[config.mk]
export PLATFORM = sky130hd
export DESIGN_NAME = tlcd_scheduler
export DESIGN_NICKNAME = d
export VERILOG_FILES = /design/src/rtl/tlcd_pkg.sv /design/src/rtl/tlcd_rr_arb.sv /design/src/rtl/tlcd_scheduler.sv
export SDC_FILE = /design/constraint.sdc
export NUM_CORES = 1
export LEC_CHECK = 0
export ABC_AREA = 0
export CELL_PAD_IN_SITES_DETAIL_PLACEMENT = 1
export CELL_PAD_IN_SITES_GLOBAL_PLACEMENT = 1
export CORE_AREA = 5 5 505 507
export CTS_CLUSTER_SIZE = 30
export DETAILED_ROUTE_END_ITERATION = 8
export DIE_AREA = 0 0 510 512
export GPL_TIMING_DRIVEN = 0
export PLACE_DENSITY = 0.3
export REMOVE_ABC_BUFFERS = 1
export SKIP_CTS_REPAIR_TIMING = 1
export SLEW_MARGIN = 20
export SYNTH_ARGS = -nofsm -noshare
export SYNTH_HDL_FRONTEND = slang
export SYNTH_SLANG_ARGS = --single-unit
export TNS_END_PERCENT = 50
[constraint.sdc]
create_clock -name CLK -period 2 [get_ports CLK]
set_input_delay 0.4 -clock CLK [delete_from_list [all_inputs] [get_ports CLK]]
set_output_delay 0.4 -clock CLK [all_outputs]
set_load 0.01 [all_outputs]
[src/rtl/tlcd_pkg.sv]
// Shared definitions for the text-LCD blocks: line geometry, the blank line
// pattern and the scheduler state encoding.
package tlcd_pkg;

  localparam int NUM_REQ_MAX = 4;
  localparam int IDX_W       = 2;
  localparam int CNT_W       = 17;
  localparam int LINE_CHARS  = 16;
  localparam int LINE_BITS   = LINE_CHARS * 8;

  localparam logic [LINE_BITS-1:0] SPACE_LINE = {LINE_CHARS{8'h20}};

  typedef enum logic [2:0] {
    ST_IDLE  = 3'd0,
    ST_PULSE = 3'd1,
    ST_WAIT  = 3'd2,
    ST_ACK   = 3'd3,
    ST_GAP   = 3'd4
  } state_e;

endpackage

[src/rtl/tlcd_rr_arb.sv]
// Combinational round-robin picker: the requester right after last_grant has
// the highest priority, last_grant itself has the lowest.
module tlcd_rr_arb
  import tlcd_pkg::*;
(
  input  logic [NUM_REQ_MAX-1:0] req,
  input  logic [IDX_W-1:0]       last_grant,
  output logic                   valid,
  output logic [IDX_W-1:0]       winner
);

  logic [IDX_W-1:0] cand;

  // Walk from the lowest priority offset up so the nearest requester wins.
  always_comb begin
    valid  = |req;
    winner = last_grant;
    cand   = last_grant;
    for (int k = NUM_REQ_MAX; k >= 1; k--) begin
      cand = last_grant + IDX_W'(k);
      if (req[cand]) begin
        winner = cand;
      end
    end
  end

endmodule

[src/rtl/tlcd_scheduler.sv]
// Time-shares one tlcd_controller between four requesters: grant, latch the
// two text lines, pulse ENABLE, wait out the fixed update window, then ACK.
module tlcd_scheduler
  import tlcd_pkg::*;
#(
  parameter int NUM_REQ       = 4,
  parameter int ENABLE_HIGH   = 4,
  parameter int UPDATE_CYCLES = 65000
) (
  input  logic                           CLK,
  input  logic                           RESETN,
  input  logic [NUM_REQ-1:0]             REQ,
  input  logic [NUM_REQ*LINE_BITS-1:0]   TEXT_UPPER_IN,
  input  logic [NUM_REQ*LINE_BITS-1:0]   TEXT_LOWER_IN,
  output logic [NUM_REQ-1:0]             ACK,
  output logic                           BUSY,
  output logic [IDX_W-1:0]               GRANT_IDX,
  output logic                           TLCD_ENABLE,
  output logic [LINE_BITS-1:0]           TEXT_STRING_UPPER,
  output logic [LINE_BITS-1:0]           TEXT_STRING_LOWER
);

  localparam logic [CNT_W-1:0] PULSE_LAST = CNT_W'(ENABLE_HIGH - 1);
  localparam logic [CNT_W-1:0] WAIT_LAST  = CNT_W'(UPDATE_CYCLES - 1);

  state_e                 state_q, state_d;
  logic [CNT_W-1:0]       cnt_q, cnt_d;
  logic [IDX_W-1:0]       last_grant_q, last_grant_d;
  logic [IDX_W-1:0]       grant_idx_q, grant_idx_d;
  logic                   enable_q, enable_d;
  logic [NUM_REQ-1:0]     ack_q, ack_d;
  logic                   busy_q, busy_d;
  logic [LINE_BITS-1:0]   upper_q, upper_d;
  logic [LINE_BITS-1:0]   lower_q, lower_d;

  logic                   arb_valid;
  logic [IDX_W-1:0]       arb_winner;

  tlcd_rr_arb u_arb (
    .req        (REQ),
    .last_grant (last_grant_q),
    .valid      (arb_valid),
    .winner     (arb_winner)
  );

  always_ff @(posedge CLK) begin
    if (RESETN) begin
      state_q      <= ST_IDLE;
      cnt_q        <= '0;
      last_grant_q <= IDX_W'(NUM_REQ - 1);
      grant_idx_q  <= '0;
      enable_q     <= 1'b0;
      ack_q        <= '0;
      busy_q       <= 1'b0;
      upper_q      <= SPACE_LINE;
      lower_q      <= SPACE_LINE;
    end else begin
      state_q      <= state_d;
      cnt_q        <= cnt_d;
      last_grant_q <= last_grant_d;
      grant_idx_q  <= grant_idx_d;
      enable_q     <= enable_d;
      ack_q        <= ack_d;
      busy_q       <= busy_d;
      upper_q      <= upper_d;
      lower_q      <= lower_d;
    end
  end

  always_comb begin
    state_d = state_q;
    case (state_q)
      ST_IDLE:  if (arb_valid) state_d = ST_PULSE;
      ST_PULSE: if (cnt_q == PULSE_LAST) state_d = ST_WAIT;
      ST_WAIT:  if (cnt_q == WAIT_LAST) state_d = ST_ACK;
      ST_ACK:   state_d = ST_GAP;
      ST_GAP:   state_d = ST_IDLE;
      default:  state_d = ST_IDLE;
    endcase
  end

  always_comb begin
    cnt_d        = cnt_q;
    last_grant_d = last_grant_q;
    grant_idx_d  = grant_idx_q;
    enable_d     = enable_q;
    ack_d        = '0;
    upper_d      = upper_q;
    lower_d      = lower_q;
    busy_d       = (state_d != ST_IDLE);
    case (state_q)
      ST_IDLE: begin
        if (arb_valid) begin
          upper_d     = TEXT_UPPER_IN[int'(arb_winner)*LINE_BITS +: LINE_BITS];
          lower_d     = TEXT_LOWER_IN[int'(arb_winner)*LINE_BITS +: LINE_BITS];
          grant_idx_d = arb_winner;
          enable_d    = 1'b1;
          cnt_d       = '0;
        end
      end
      ST_PULSE: begin
        if (cnt_q == PULSE_LAST) begin
          enable_d = 1'b0;
          cnt_d    = '0;
        end else begin
          cnt_d = cnt_q + 1'b1;
        end
      end
      ST_WAIT: begin
        if (cnt_q == WAIT_LAST) begin
          ack_d[grant_idx_q] = 1'b1;
        end else begin
          cnt_d = cnt_q + 1'b1;
        end
      end
      ST_ACK: begin
        last_grant_d = grant_idx_q;
      end
      default: ;
    endcase
  end

  assign ACK               = ack_q;
  assign BUSY              = busy_q;
  assign GRANT_IDX         = grant_idx_q;
  assign TLCD_ENABLE       = enable_q;
  assign TEXT_STRING_UPPER = upper_q;
  assign TEXT_STRING_LOWER = lower_q;

endmodule

== Word level (Yosys, flattened, before mapping) ==
Index checks and enable logic that the tools add are counted.
Storage, ports and cells
  register bits after elaboration: 286
  output and inout bits: 264
  word-level logic and storage cells: 62
Cells by class
  add/sub/neg operators: 4
  magnitude comparators: 5
  equal/unequal tests: 8
  shift-type cells: 2
  mux-type cells: 22
  bitwise operators: 2
  reduce and logical (&&, ||, !) cells: 10
Operators by type and width (count)
  512-bit by 10-bit indexed part select with 128-bit output: 2
  17-bit two-way mux: 3
  17-bit case mux with 3 select lines: 1
  17-bit by 1-bit adder with 17-bit output, second input constant: 1
  17-bit by 16-bit equality test with 1-bit output, second input constant: 1
  17-bit by 2-bit equality test with 1-bit output, second input constant: 1
  2-bit by 3-bit less-than comparator with 1-bit output, second input constant: 4
  3-bit case mux with 4 select lines: 1
  3-bit two-way mux: 3
  1-bit binary-select mux with 2-bit select: 3
  3-bit by 2-bit equality test with 1-bit output, second input constant: 2
  1-bit two-way mux: 6
  2-bit two-way mux: 3
  2-bit != test, second input constant: 3
  3-bit AND reduction: 2
  3-bit nonzero test: 2
  2-bit adder, second input constant: 2
  4-bit OR reduction: 1
  3-bit by 1-bit equality test with 1-bit output, second input constant: 1
  3-bit logical NOT: 1
  3-bit OR reduction: 1
  2-bit by 1-bit adder with 2-bit output, second input constant: 1
  1-bit demux with 2-bit select: 1
  2-bit by 1-bit greater-or-equal comparator with 1-bit output, second input constant: 1
  other kinds (5): 6

== Longest topological paths before layout ==
Gate-level depths: netlist of run 1.
  word-level depth: 7
  gate-level depth with buffers: 9
  mapped depth without buffers: 6

== Modules after synthesis ==
A second synthesis of run 1 with hierarchy kept.
Unflattened totals
  cells, all modules: 1603
  area, all modules: 16233.1 sq um
Modules (own cells, without submodules)
  tlcd_scheduler: times used 1, cells an instance 1589, area an instance 16160.5 sq um, sequential area each 5725.5 sq um
  tlcd_rr_arb: times used 1, cells an instance 14, area an instance 72.6 sq um, sequential area each 0.0 sq um

== Worst setup path after synthesis of run 1 ==
No wires, ideal clock.
  path kind: input to register
  start: in REQ[3]
  end: reg upper_q[14] (netlist: TEXT_STRING_UPPER[14])
  setup time: 0.138 ns
  arrival time: 1.978 ns
  path slack: -0.116 ns
  cell stages on the path: 9
  cells stage by stage: nor2b_1 -> o21a_1 -> clkbuf_1 -> nor3_2 -> buf_2 -> buf_2 -> buf_4 -> mux2i_1 -> o221ai_1
On the way
  longest elaborated chain between the ends: 6
  elaborated cells between the ends (all ways): 12
RTL lines
  start, declared: RTL line tlcd_scheduler.sv:12  | input logic [NUM_REQ-1:0] REQ,
  1-bit binary-select mux with 2-bit select: RTL line tlcd_rr_arb.sv:21  | if (req[cand]) begin
  1-bit two-way mux (implied by the code): RTL line tlcd_rr_arb.sv:21
  2-bit two-way mux (3 in series): RTL line tlcd_rr_arb.sv:21
  512-bit by 10-bit indexed part select with 128-bit output: RTL line tlcd_scheduler.sv:94  | upper_d = TEXT_UPPER_IN[int'(arb_winner)*LINE_BITS +: LINE_BITS];
  end signal, assigned: RTL line tlcd_scheduler.sv:65  | upper_q <= upper_d;
  end, declared: RTL line tlcd_scheduler.sv:33  | logic [LINE_BITS-1:0] upper_q, upper_d;
Parallel ways exist; a longest one is shown, timed or not. The select of a mux whose other input is x is not followed.
A chain may end at the register's enable or synchronous reset.

== Worst setup path in the final report of run 1 ==
  start: reg last_grant_q[0]
  end: reg lower_q[31] (netlist: TEXT_STRING_LOWER[31])
On the way
  longest elaborated chain between the ends: 7
  elaborated cells between the ends (all ways): 13
RTL lines
  start, declared: RTL line tlcd_scheduler.sv:28  | logic [IDX_W-1:0] last_grant_q, last_grant_d;
  start signal, assigned: RTL line tlcd_scheduler.sv:50  | last_grant_q <= IDX_W'(NUM_REQ - 1);
  start signal, assigned: RTL line tlcd_scheduler.sv:60  | last_grant_q <= last_grant_d;
  2-bit adder: RTL line tlcd_rr_arb.sv:20  | cand = last_grant + IDX_W'(k);
  1-bit binary-select mux with 2-bit select: RTL line tlcd_rr_arb.sv:21
  1-bit two-way mux (implied by the code): RTL line tlcd_rr_arb.sv:21
  2-bit two-way mux (2 in series): RTL line tlcd_rr_arb.sv:21
  2-bit two-way mux *: RTL line tlcd_rr_arb.sv:21
  512-bit by 10-bit indexed part select with 128-bit output *: RTL line tlcd_scheduler.sv:95  | lower_d = TEXT_LOWER_IN[int'(arb_winner)*LINE_BITS +: LINE_BITS];
  end signal, assigned: RTL line tlcd_scheduler.sv:66  | lower_q <= lower_d;
  end, declared: RTL line tlcd_scheduler.sv:34  | logic [LINE_BITS-1:0] lower_q, lower_d;
Mark *: on every way between the ends. The rest lies on a longest branch, timed or not. The select of a mux whose other input is x is not followed.

==> metrics.md, run 1 <==
| Metric | Value |
|---|---|
| Status | complete, but fails checks |
| Failing checks | negative setup slack |
| Sequential cell area | 5731 um^2 |
| Final Cell Area | 39770 um^2 |
| Initial antenna violation count | 109 |
| Vias in the first global route | 21590 |
| Worst Setup Slack post-DPL | -3.781 ns |
| Final HPWL DP | 145200 um |
| Asr flop ratio synth | 0% |
| Crit path max fanout | 7 |
| Yosys warns | 0 |
| Post-synthesis area per instance | 9.465 um^2 |
| Post-Synth Simple-Gate Area | 9.776% |
| Post-synth EDFFs | 0 |
| CTS max path bufs | 3 |
| Sequential-to-total area share from yosys stat | 35.73% |
| CTS tree | yes |
| Multi-input logic area | 10870 um^2 |
| Combinational family with the most area after synthesis | multiplexers |
| FILL cells | 29010 |
| CTS Sinks | 286 |
| Most frequent cell after synthesis | mux2i_1 |
| Gr ovfl total | 0 |
| Area leader, netlist | dfxtp_1 |
| Cells after Synth | 1693 |
| Int Power | 0.01698 W |
| Synth Area in Adders | 0.07808% |
| Slew of the pin with the lowest slew margin | 0.9154 ns |
| Layout cells sized above 1 | 17.94% |
| IR drop worst, VDD | 0.5497 mV |
| Yosys cell types | 37 |
| Final Setup Violations | 349 |
| Sw Share | 31.69% |
| RSZ-0062 raised after global routing | yes |
| Via/cell ratio | 3.166 |
| Vias | 20940 |
| First-pass GRT wire length | 218800 um |
| Synth area leaders | dfxtp_1, mux2i_1, o221ai_1 |
| Achievable Freq | 310.8 MHz |
| Post-Route Skew | 0.03860 ns |
| Die width | 510 um |
| Fin. Hold Viols | 0 |
| Leak | 14.75 nW |
| Post-layout utilization of the core | 15.91% |
| Final min period | 3.217 ns |
| Area after DPL | 33990 um^2 |
| Yosys reg bits | 286 |
| Worst slew margin | 38.41% |
| Comb pwr share | 35.5% |
| Layout area overhead | 148.2% |
| Clk Latency, worst-skew pair | 0.67 ns |
| Drt wl/cell | 26.42 um |
| Post-synth top cells | mux2i_1, dfxtp_1, nand2_1 |
| Iteration-0 DRC Markers | 658 |
| Mux cell area share after synthesis | 30.05% |
| Post-synth top area share | 35.73% |
| Largest net degree at the start of global routing | 47 |
| Power Dens Cells | 625.1 nW/um^2 |
| GRT Overall Usage | 12.41% |
| Port-buffer cells | 1293 |
| Share of total power in the clock network | 37.6% |
| Reg clk slew, reported paths | 0.05 ns |
| MaxCap Viol Count | 0 |
| Post-synth top flop | dfxtp_1 |
| Initial Util | 6.409% |
| Synthesized area | 16020 um^2 |
| Final GP Congestion | 0.7656 |
| Worst Slack Setup Final | -1.217 ns |
| NetSw | 0.007876 W |
| CP Class | flop to flop |
| Aggregate routed wire length | 174700 um |
| Core box area | 250000 um^2 |
| Final Max Tran Viols | 0 |
| HP Class | primary input to flop |
| Post-synthesis compound-gate area fraction | 19.58% |
| H-tree depth | 2 |
| Type of origin of the critical path | flop |
| Post-DRT Antenna Nets | 0 |
| Final nets | 4240 |
| Row Count | 184 |
| CP Data Arrival Time | 3.75 ns |
| Die ar. | 261100 um^2 |
| Number of remaining DRC errors | 0 |
| Synth Area in XOR/XNOR | 0.2186% |
| CTS buffer count | 50 |
| CTS root buf | clkbuf_16 |
| Final worst path period share | 160.9% |
| 1st-pass router iterations | 5 |
| I/O pin total | 1294 |
| Worst EP required | 2.53 ns |
| Die H | 512 um |
| Flop pwr share | 26.9% |
| CP endpoint kind | flop |
## final timing paths
check                          endpoint             startpoint  depth (start not counted)  slack, ns
setup / recovery  TEXT_STRING_LOWER[31]        last_grant_q[0]                         19      -1.22
hold reg to reg   TEXT_STRING_LOWER[22]  TEXT_STRING_LOWER[22]                          2       0.46
hold / removal              TLCD_ENABLE                 RESETN                          2       0.33
setup reg to reg  TEXT_STRING_LOWER[31]        last_grant_q[0]                         19      -1.22
## area by class of cell
type,instances,share of cell area (%)
antenna,16,0.1007
clock buffer,82,3.829
clock inverter,10,0.3807
inverter,2,0.01888
multi-input combinational,1236,27.34
sequential,286,14.41
tap,3348,10.53
timing repair buffer,1633,43.39
## worst max-delay path, stage by stage (launching register included)
cell       delay [ns]
dfxtp_4          0.36
nand2b_4         0.16
a21oi_4          0.21
clkbuf_16        0.17
nor3_4           0.04
buf_6            0.13
buf_8            0.13
buf_12           0.12
buf_16           0.12
buf_12           0.13
buf_12           0.13
buf_12           0.13
buf_12           0.12
buf_16           0.13
buf_12           0.14
buf_12           0.14
buf_12           0.14
buf_12           0.14
mux2i_4          0.31
o221ai_2         0.13
## power groups by stage
stage / Sequential [W] / Clock (W) / Combinational [W]
floorplan: 0.00699 / 0 / 0.00286
global placement: 0.00675 / 0 / 0.00792
detailed placement: 0.00680 / 0 / 0.00764
CTS: 0.00669 / 0.0100 / 0.00768
global route: 0.00676 / 0.0102 / 0.00937
finish: 0.00668 / 0.00935 / 0.00883
## registers in the layout, summed over array words and instances, names as in the netlist
register	count
last_grant_q	2
GRANT_IDX	2
cnt_q	17
TEXT_STRING_LOWER	128
TLCD_ENABLE	1
ACK	4
BUSY	1
state_q	3
TEXT_STRING_UPPER	128
## layout by cell type, fill, tap and decap left out, drive strengths merged, types with 33 or more instances in the layout
cell           instances
buf                  324
o211ai                38
a21oi                 47
o221ai               224
nand2                247
a21o                  33
o31ai                 37
clkdlybuf4s50       1288
dfxtp                286
nand4                 39
clkbuf                99
mux2i                481
## metrics by stage
| stage | hold slack [ns] | instances | total power [W] | TNS [ns] |
|---|---|---|---|---|
| floorplan | 0.4536 | 1524 | 0.009848 | -7014.09 |
| global placement | 0.4426 | 6165 | 0.01467 | - |
| detailed placement | 0.4476 | 6249 | 0.01444 | -602.36 |
| CTS | 0.2210 | 6341 | 0.02440 | -461.10 |
| global route | 0.2810 | 6598 | 0.02632 | -225.85 |
| finish | 0.3318 | 6613 | 0.02486 | -172.56 |
## kinds of logic (layout without fill, tap and decap cells)
| kind of cell | after synthesis | count (layout) |
|---|---|---|
| compound gates | 400 | 400 |
| flops | 286 | 286 |
| simple gates | 350 | 350 |
| xor+xnor | 4 | 4 |
| other cells | 0 | 16 |
| mux | 481 | 481 |
| buf+inv | 171 | 1727 |
| fa+ha+maj | 1 | 1 |
## routing by layer
metal,wire length [um],GRT usage [%],vias up,part of all wire [%]
li1,-,-,9633,-
met1,65680,13.48,9946,38
met2,85600,22.06,1001,49
met3,19430,6.013,257,11
met4,3386,2.002,98,1.9
met5,623,0,-,0.36
(Power assumes the default switching activity.)
==> run 2, diff against run 1 <==
--- a/config.mk
+++ b/config.mk
@@ -6,10 +6,11 @@
 export NUM_CORES = 1
 export LEC_CHECK = 0
 export ABC_AREA = 0
+export ABC_CLOCK_PERIOD_IN_PS = 2000
 export CELL_PAD_IN_SITES_DETAIL_PLACEMENT = 1
 export CELL_PAD_IN_SITES_GLOBAL_PLACEMENT = 1
 export CORE_AREA = 5 5 505 507
-export CTS_CLUSTER_SIZE = 30
+export CTS_CLUSTER_SIZE = 14
 export DETAILED_ROUTE_END_ITERATION = 8
 export DIE_AREA = 0 0 510 512
 export GPL_TIMING_DRIVEN = 0
==> metrics.md, run 2 (synthesized netlist as in run 1, its figures left out) <==
| Metric | Value |
|---|---|
| Row Count | 184 (unchanged) |
| Achievable Freq | 310.7 MHz (about the same) |
| Multi-input logic area | 10870 um^2 (unchanged) |
| Die H | 512 um (unchanged) |
| Final Setup Violations | 346 (-0.86%) |
| Worst Setup Slack post-DPL | -3.781 ns (unchanged) |
| Type of origin of the critical path | flop |
| IR drop worst, VDD | 0.5513 mV (+0.28%) |
| Post-Route Skew | 0.03404 ns (-0.004560 ns) |
| CTS max path bufs | 3 (unchanged) |
| Final worst path period share | 160.9% (about the same) |
| Power Dens Cells | 625.0 nW/um^2 (about the same) |
| CTS root buf | clkbuf_16 |
| Most frequent cells in the layout | clkdlybuf4s50_1, mux2i_1, dfxtp_1 |
| Most common cell after layout, fill and taps aside | clkdlybuf4s50_1 |
| Iteration-0 DRC Markers | 654 (-0.61%) |
| Number of remaining DRC errors | 0 (unchanged) |
| Worst Slack Setup Final | -1.219 ns (-0.001530 ns) |
| MaxCap Viol Count | 0 (unchanged) |
| GRT Overall Usage | 12.41% (unchanged) |
| H-tree depth | 2 (unchanged) |
| Vias in the first global route | 21590 (-0.019%) |
| Port-buffer cells | 1293 (unchanged) |
| Largest net degree at the start of global routing | 47 (unchanged) |
| Layout cells sized above 1 | 17.94% (unchanged) |
| HP Class | primary input to flop |
| Worst EP required | 2.53 ns (about the same) |
| Final HPWL DP | 145200 um (unchanged) |
| Via/cell ratio | 3.168 (about the same) |
| CP endpoint kind | flop |
| Drt wl/cell | 26.42 um (about the same) |
| FILL cells | 29010 (+0.0034%) |
| Leak | 14.75 nW (unchanged) |
| Final nets | 4240 (unchanged) |
| Total Negative Setup Slacks | -172.62 ns (-0.06200 ns) |
| Sequential cell area | 5731 um^2 (unchanged) |
| Clk Latency, worst-skew pair | 0.67 ns (about the same) |
| Crit path max fanout | 7 (unchanged) |
| Reg clk slew, reported paths | 0.05 ns (about the same) |
| Layout area overhead | 148.1% (about the same) |
| FF-to-FF setup slack | -1.22 ns (about the same) |
| Status | complete, but fails checks |
| CTS buffer count | 50 (unchanged) |
| Vias | 20940 (+0.043%) |
| CP Data Arrival Time | 3.75 ns (about the same) |
| Post-DRT Antenna Nets | 0 (unchanged) |
| CP Class | flop to flop |
| Fin. Hold Viols | 0 (unchanged) |
| Die ar. | 261100 um^2 (unchanged) |
| Core box area | 250000 um^2 (unchanged) |
| Final Max Tran Viols | 0 (unchanged) |
| 1st-pass router iterations | 5 (unchanged) |
| Failing checks | negative setup slack |
| RSZ-0062 raised after global routing | yes |
| Final min period | 3.219 ns (+0.001530 ns) |
| Final GP Congestion | 0.7656 (unchanged) |
| Worst slew margin | 38.40% (about the same) |
| First-pass GRT wire length | 218800 um (unchanged) |
| Die width | 510 um (unchanged) |
| Slew of the pin with the lowest slew margin | 0.9156 ns (+0.0002342 ns) |
| Initial antenna violation count | 109 (unchanged) |
| CTS tree | yes |
| Final Hold Slack | 0.3301 ns (-0.001693 ns) |
| Aggregate routed wire length | 174700 um (about the same) |
| Gr ovfl total | 0 (unchanged) |
| I/O pin total | 1294 (unchanged) |
| CTS Sinks | 286 (unchanged) |
| Initial Util | 6.409% (unchanged) |
## run 2: cell type report
cell class,instances,share of cell area [%]
diodes,15,0.09440
inverters,2,0.01888
flip-flops and latches,286,14.41
well taps,3348,10.53
clock inverters,10,0.3807
repair buffers,1633,43.39
multi-input cells,1236,27.34
clock buffers,82,3.829
## run 2: per-stage QoR
stage / cells / utilization (%) / power (W) / instance area [um^2]
final: 6612 / 15.90 / 0.02485 / 39760
after global placement: 6165 / 12.97 / 0.01467 / 32430
after floorplan: 1524 / - / 0.009848 / 15300
after CTS: 6341 / 14.26 / 0.02440 / 35660
after global routing: 6598 / 15.89 / 0.02632 / 39730
after detailed placement: 6249 / 13.59 / 0.01444 / 33990
## run 2: worst paths after layout
path,start,endpoint,depth (start not counted)
min reg2reg,TEXT_STRING_LOWER[22],TEXT_STRING_LOWER[22],2
max reg2reg,last_grant_q[0],TEXT_STRING_LOWER[31],19
min,RESETN,TLCD_ENABLE,2
max,last_grant_q[0],TEXT_STRING_LOWER[31],19
## run 2: worst max-delay path, stage by stage, from the launching register on
cell       delay [ns]
dfxtp_4          0.36
nand2b_4         0.16
a21oi_4          0.21
clkbuf_16        0.17
nor3_4           0.04
buf_6            0.13
buf_8            0.13
buf_12           0.12
buf_16           0.12
buf_12           0.13
buf_12           0.13
buf_12           0.13
buf_12           0.12
buf_16           0.13
buf_12           0.14
buf_12           0.14
buf_12           0.14
buf_12           0.14
mux2i_4          0.31
o221ai_2         0.13
## run 2: power by group
group          switching, W  total (W)  internal [W]  leakage (nW)
Clock               0.00380    0.00935       0.00555         0.819
Sequential         0.000365    0.00668       0.00632          2.36
Combinational       0.00371    0.00883       0.00512          11.6
Total               0.00787     0.0249        0.0170          14.8
## run 2: per-layer routing
metal	routed length (um)	global-route usage, %	vias up
met3	19610	6.013	257
met2	85600	22.06	1009
met4	3389	2.002	98
li1	-	-	9631
met5	623	0	-
met1	65490	13.48	9949
